$ cat config.mk
export PLATFORM = sky130hd
export DESIGN_NAME = tdc_meas_sequencer
export DESIGN_NICKNAME = d
export VERILOG_FILES = /design/src/rtl/tdc_pkg.sv /design/src/rtl/tdc_edge_det.sv /design/src/rtl/tdc_meas_sequencer.sv
export SDC_FILE = /design/constraint.sdc
export NUM_CORES = 1
export LEC_CHECK = 0
export BUFFER_PORTS_ARGS = -buffer_cell sky130_fd_sc_hd__buf_2
export CORE_MARGIN = 3
export CORE_UTILIZATION = 30
export DETAILED_ROUTE_END_ITERATION = 10
export PLACE_DENSITY = 0.5
export SLEW_MARGIN = 10
export SYNTH_ARGS = -nofsm -noshare
export SYNTH_HDL_FRONTEND = slang
export SYNTH_HIERARCHICAL = 1
export SYNTH_SLANG_ARGS = --single-unit
$ cat constraint.sdc
create_clock -name clk -period 6.07 [get_ports clk]
set_input_delay 1.821 -clock clk [delete_from_list [all_inputs] [get_ports clk]]
set_output_delay 1.821 -clock clk [all_outputs]
set_load 0.01 [all_outputs]
$ cat src/rtl/tdc_pkg.sv
// Shared definitions for the TDC measurement sequencer: state encoding and
// default datapath widths.
package tdc_pkg;

  localparam int COARSE_W_DEF = 16;
  localparam int FINE_W_DEF   = 8;

  typedef enum logic [2:0] {
    ST_IDLE       = 3'd0,
    ST_WAIT_START = 3'd1,
    ST_WAIT_STOP  = 3'd2,
    ST_DONE       = 3'd3,
    ST_REARM      = 3'd4
  } tdc_state_e;

  // The sequencer counts as busy in every state except IDLE.
  function automatic logic tdc_is_busy(input tdc_state_e st);
    return (st != ST_IDLE);
  endfunction

endpackage

$ cat src/rtl/tdc_edge_det.sv
// Registered rising-edge detector for one filter valid line. The history
// register is updated every cycle, so a level held across several cycles
// produces exactly one detect pulse, in the first cycle it is seen high.
module tdc_edge_det (
  input  logic clk,
  input  logic rst,
  input  logic valid_i,
  output logic rise_o
);

  logic valid_q;

  // Keep one cycle of valid history.
  always_ff @(posedge clk or posedge rst) begin
    if (rst) valid_q <= 1'b0;
    else     valid_q <= valid_i;
  end

  assign rise_o = valid_i & ~valid_q;

endmodule

$ cat src/rtl/tdc_meas_sequencer.sv
// Start/stop TDC measurement sequencer. It arms the start and stop hit gates,
// latches each channel's fine code when that channel's filter valid rises,
// counts coarse cycles between the two edges, and aborts with a timeout if
// no stop edge arrives. It then presents the result over valid/ready and
// waits a holdoff period before it accepts another arm.
module tdc_meas_sequencer #(
  parameter int COARSE_W = tdc_pkg::COARSE_W_DEF,
  parameter int FINE_W   = tdc_pkg::FINE_W_DEF,
  parameter int TIMEOUT  = 1000,
  parameter int HOLDOFF  = 4
) (
  input  logic                clk,
  input  logic                rst,
  input  logic                arm,
  input  logic                start_valid,
  input  logic                stop_valid,
  input  logic [FINE_W-1:0]   start_fine,
  input  logic [FINE_W-1:0]   stop_fine,
  output logic                hit_en_start,
  output logic                hit_en_stop,
  output logic                busy,
  output logic                res_valid,
  input  logic                res_ready,
  output logic [COARSE_W-1:0] res_coarse,
  output logic [FINE_W-1:0]   res_start_fine,
  output logic [FINE_W-1:0]   res_stop_fine,
  output logic                res_timeout
);

  import tdc_pkg::*;

  // TIMEOUT < 2**COARSE_W, so the coarse counter stops before it can wrap.
  localparam logic [COARSE_W-1:0] TIMEOUT_C    = COARSE_W'(TIMEOUT);
  localparam int                  HO_W         = $clog2(HOLDOFF + 1);
  localparam logic [HO_W-1:0]     HOLDOFF_LAST = HO_W'(HOLDOFF - 1);

  tdc_state_e          state_q, state_d;
  logic [COARSE_W-1:0] coarse_q, coarse_d;
  logic [COARSE_W-1:0] coarse_inc;
  logic [HO_W-1:0]     holdoff_q, holdoff_d;
  logic                hit_en_start_q, hit_en_start_d;
  logic                hit_en_stop_q, hit_en_stop_d;
  logic                res_valid_q, res_valid_d;
  logic [COARSE_W-1:0] res_coarse_q, res_coarse_d;
  logic [FINE_W-1:0]   res_start_fine_q, res_start_fine_d;
  logic [FINE_W-1:0]   res_stop_fine_q, res_stop_fine_d;
  logic                res_timeout_q, res_timeout_d;
  logic                s_rise, p_rise;

  tdc_edge_det u_start_edge (
    .clk     (clk),
    .rst     (rst),
    .valid_i (start_valid),
    .rise_o  (s_rise)
  );

  tdc_edge_det u_stop_edge (
    .clk     (clk),
    .rst     (rst),
    .valid_i (stop_valid),
    .rise_o  (p_rise)
  );

  assign coarse_inc = coarse_q + COARSE_W'(1);

  // Next-state, gate and result logic; every register holds its value unless a case below changes it.
  always_comb begin
    state_d          = state_q;
    coarse_d         = coarse_q;
    holdoff_d        = holdoff_q;
    hit_en_start_d   = hit_en_start_q;
    hit_en_stop_d    = hit_en_stop_q;
    res_valid_d      = res_valid_q;
    res_coarse_d     = res_coarse_q;
    res_start_fine_d = res_start_fine_q;
    res_stop_fine_d  = res_stop_fine_q;
    res_timeout_d    = res_timeout_q;

    unique case (state_q)
      ST_IDLE: begin
        if (arm) begin
          state_d        = ST_WAIT_START;
          hit_en_start_d = 1'b1;
          hit_en_stop_d  = 1'b1;
        end
      end

      // A stop edge on its own is ignored here; only a start edge advances.
      ST_WAIT_START: begin
        if (s_rise) begin
          res_start_fine_d = start_fine;
          coarse_d         = '0;
          hit_en_start_d   = 1'b0;
          if (p_rise) begin
            res_stop_fine_d = stop_fine;
            res_coarse_d    = '0;
            res_timeout_d   = 1'b0;
            hit_en_stop_d   = 1'b0;
            res_valid_d     = 1'b1;
            state_d         = ST_DONE;
          end else begin
            state_d = ST_WAIT_STOP;
          end
        end
      end

      // A stop edge takes priority over a timeout that expires in the same cycle.
      ST_WAIT_STOP: begin
        coarse_d = coarse_inc;
        if (p_rise) begin
          res_stop_fine_d = stop_fine;
          res_coarse_d    = coarse_inc;
          res_timeout_d   = 1'b0;
          hit_en_stop_d   = 1'b0;
          res_valid_d     = 1'b1;
          state_d         = ST_DONE;
        end else if (coarse_inc == TIMEOUT_C) begin
          res_stop_fine_d = '0;
          res_coarse_d    = TIMEOUT_C;
          res_timeout_d   = 1'b1;
          hit_en_stop_d   = 1'b0;
          res_valid_d     = 1'b1;
          state_d         = ST_DONE;
        end
      end

      // Hold the result for as long as the readout needs; no timeout applies here.
      ST_DONE: begin
        if (res_ready) begin
          res_valid_d = 1'b0;
          holdoff_d   = '0;
          state_d     = ST_REARM;
        end
      end

      // Give the filters time to finish before the next measurement is armed.
      ST_REARM: begin
        hit_en_start_d = 1'b0;
        hit_en_stop_d  = 1'b0;
        if (holdoff_q == HOLDOFF_LAST) begin
          state_d = ST_IDLE;
        end else begin
          holdoff_d = holdoff_q + HO_W'(1);
        end
      end

      default: begin
        state_d        = ST_IDLE;
        hit_en_start_d = 1'b0;
        hit_en_stop_d  = 1'b0;
        res_valid_d    = 1'b0;
      end
    endcase
  end

  // State, counter and result registers; reset discards any pending result.
  always_ff @(posedge clk or posedge rst) begin
    if (rst) begin
      state_q          <= ST_IDLE;
      coarse_q         <= '0;
      holdoff_q        <= '0;
      hit_en_start_q   <= 1'b0;
      hit_en_stop_q    <= 1'b0;
      res_valid_q      <= 1'b0;
      res_coarse_q     <= '0;
      res_start_fine_q <= '0;
      res_stop_fine_q  <= '0;
      res_timeout_q    <= 1'b0;
    end else begin
      state_q          <= state_d;
      coarse_q         <= coarse_d;
      holdoff_q        <= holdoff_d;
      hit_en_start_q   <= hit_en_start_d;
      hit_en_stop_q    <= hit_en_stop_d;
      res_valid_q      <= res_valid_d;
      res_coarse_q     <= res_coarse_d;
      res_start_fine_q <= res_start_fine_d;
      res_stop_fine_q  <= res_stop_fine_d;
      res_timeout_q    <= res_timeout_d;
    end
  end

  assign busy           = tdc_is_busy(state_q);
  assign hit_en_start   = hit_en_start_q;
  assign hit_en_stop    = hit_en_stop_q;
  assign res_valid      = res_valid_q;
  assign res_coarse     = res_coarse_q;
  assign res_start_fine = res_start_fine_q;
  assign res_stop_fine  = res_stop_fine_q;
  assign res_timeout    = res_timeout_q;

endmodule

==> reports/metrics.cfg <==
[status]
status=complete, no violations

[critical_path]
r2r.worst_path.cells=7
crit_fanout=20
crit_start=stop_valid
cp.required_ns=6.30
r2r_end=res_stop_fine[2]
r2r_slack_ns=3.41
crit_type=primary input to register
worstSetupStartpointType=primary input
worstSetupEndpointType=register
r2r_start=coarse_q[0]
cp.arrival_ns=3.91

[timing]
timing.slew.headroom_pct=24.5
finalCritPeriodShare_pct=60.6
min_period_ns=3.68
max_freq_mhz=272
tns_ns=0
setup-violations-final=0
fin_skew_ns=0.00637
hold_viol_final=0
worstMarginPinSlew_ns=1.13
grt_setup_unrepaired=no
maxSlewViolCount=0

[hold_path]
hold_start=res_start_fine[4]
worst_hold_path_type=register to register
min_delay_path_depth=1
whs_endpoint=res_start_fine[4]

[synthesis]
synth_fp_nets=375
synth_top_family_by_area=compound AO/OA/AOI/OAI gates
synth_edf_count=0
synth-compound-area-share_pct=20.8
syn-cell-area_mm2=0.00323
synth.top_cell.area_share_pct=46.5
synth-simple-area-share_pct=18.8
avgSynthCellArea_um2=9.25
ys.flop_type=dfrtp_1
ys_ff_latch=60
async_reset_ff_share_pct=100
synthAdderAreaFrac_pct=1.55
ys_types=57
yosysSeqAreaShare_pct=46.5
synth_xor_area_share_pct=3.80
ys_top_cells_by_count=60 x dfrtp_1, 43 x nand2_1, 42 x o21ai_0, 30 x nor2_1, 26 x a21oi_1
ys_top_cells_by_area=dfrtp_1 47%, o21ai_0 6.5%, nand2_1 5.0%
ys.warnings.count=6
synthMuxAreaShare_pct=4.07
synth_cells=349
yosysMostFrequentCell=dfrtp_1
synth_top_area_cell=dfrtp_1

[drt]
vias=2738
wirelength_mm=7.73
drc=0
ant_nets=0
drt_iter0_markers=166
viasPerCell=5.07
wl_per_cell_um=14.3
first_pass_iters=4

[cts]
postCtsSetupBuffers=0
cts.clk_slew.worst_paths_ns=0.07
clk_latency_ns=0.34
h-tree-depth=3
cts_root_buf=clkbuf_8
cts_tree=yes
clk_path_buf_depth=2
clock_sink_count=60
cts_resized=0
hold_buffers=0
cts_buffers=9

[pwr]
vdd_drop_max_mv=0.202
comb_power_share_pct=33.4
p_int_uw=999
powerDensity_mw_per_mm2=415
seqPwrFrac_pct=41.2
switching_share_pct=37.1
leakage_uw=0.00172
power_frac_clock_pct=25.5
p_switching_uw=588

[floorplan]
rows=37
dieHeight_um=110
io_pins=59
dieArea_mm2=0.0120
die_w_um=110
fp.coreArea_mm2=0.0104
start_util_pct=31.1

[finish]
final_nets=425
final_area_mm2=0.00382
area_growth_pct=18.4
drive_gt1_share_pct=24.8
antenna_cells=0

[placement]
place_area_mm2=0.00360
port_buffers=58
place_hpwl_mm=5.23
gp_congestion=0.774

[global_routing]
track_usage_pct=14.0
antenna_found_initial=0
gr-total-overflow=0
grt_pass1_wl_mm=13.2
grt_pass1_vias=2701
grt_max_degree=59

[flow_run]
drv_cap=0

[worst max-delay path by stage]
stage | endpoint | slack [ns] | cells past startpoint
3_3_place_gp | res_timeout | 2.05 | 7
3_5_place_dp | res_timeout | 1.99 | 7
5_1_grt | res_stop_fine[2] | 2.08 | 7
6_report | res_timeout | 2.39 | 7
4_1_cts | res_timeout | 2.36 | 7
2_1_floorplan | res_timeout | 2.64 | 8
[stage by stage]
stage	hold WS, ns	util, %	worst slack (ns)	cells	power (µW)
floorplan	0.453	-	2.64	349	1000
global placement	0.468	34.8	2.05	524	1190
detailed placement	0.491	34.8	1.99	524	1200
CTS	0.506	36.8	2.36	540	1620
global route	0.532	36.8	2.08	540	1730
finish	0.502	36.8	2.39	540	1590
[registers in the layout, summed over array words and instances (netlist names)]
register and flops:
holdoff_q 3, hit_en_stop 1, res_timeout 1, state_q 3
res_stop_fine 8, res_coarse 16, coarse_q 16, res_valid 1
hit_en_start 1, res_start_fine 8, u_start_edge/valid_q 1, u_stop_edge/valid_q 1
[logic make-up (layout without fill, tap and decap cells)]
family                     after synthesis  count (layout)
muxes                                   12              12
buffers and inverters                   33              88
adders and majority gates                4               4
AOI/OAI and AO/OA                      110             110
xor gates and xnor gates                14              14
DFF                                     60              60
and+or+nand+nor                        116             116
[critical path: stages]
cell and delay, ns:
buf_2 0.09, nor2b_4 0.41, nand4_1 0.20, a21o_1 0.45, nor2_1 0.62, inv_1 0.11
a22o_1 0.20
[placed cells by master, fill, tap and decap left out, types with 2 or more instances in the layout]
master	count
a21o_1	6
a21oi_1	26
a22o_1	2
a22oi_1	11
a31oi_1	3
and3_1	4
buf_2	58
buf_4	2
bufinv_16	2
clkbuf_8	10
clkinv_2	3
dfrtp_1	60
ha_1	4
inv_1	11
mux2_2	9
mux2i_1	3
nand2_1	43
nand2b_1	2
nand3_1	8
nand4_1	2
nor2_1	30
nor2b_4	2
nor3_1	5
o21ai_0	42
o21ai_1	3
o22ai_1	2
o31ai_1	2
or3_1	6
xnor2_1	11
xor2_1	3
[cell type report]
class                   instances  area [µm²]
fillers                      1095        6550
multi-input cells             256        1580
flip-flops and latches         60        1500
repair buffers                 60         305
well taps                     136         170
clock buffers                  11         141
clock inverters                 5        75.1
inverters                      12        45.0
[power by group through the flow]
| stage | clock, µW | combinational, µW | sequential, µW |
|---|---|---|---|
| final | 404 | 530 | 653 |
| after global routing | 436 | 611 | 679 |
| after CTS | 416 | 543 | 657 |
| after detailed placement | 0 | 541 | 663 |
| after global placement | 0 | 533 | 660 |
| after floorplan | 0 | 339 | 664 |
[layer usage]
layer	GRT usage (%)	vias to the layer above	wire length, µm
li1	-	1336	-
met1	18.4	1325	3570
met2	22.2	66	3640
met3	3.35	11	378
met4	5.70	0	135
met5	0	-	0
Power figures use the tool's default switching activity.
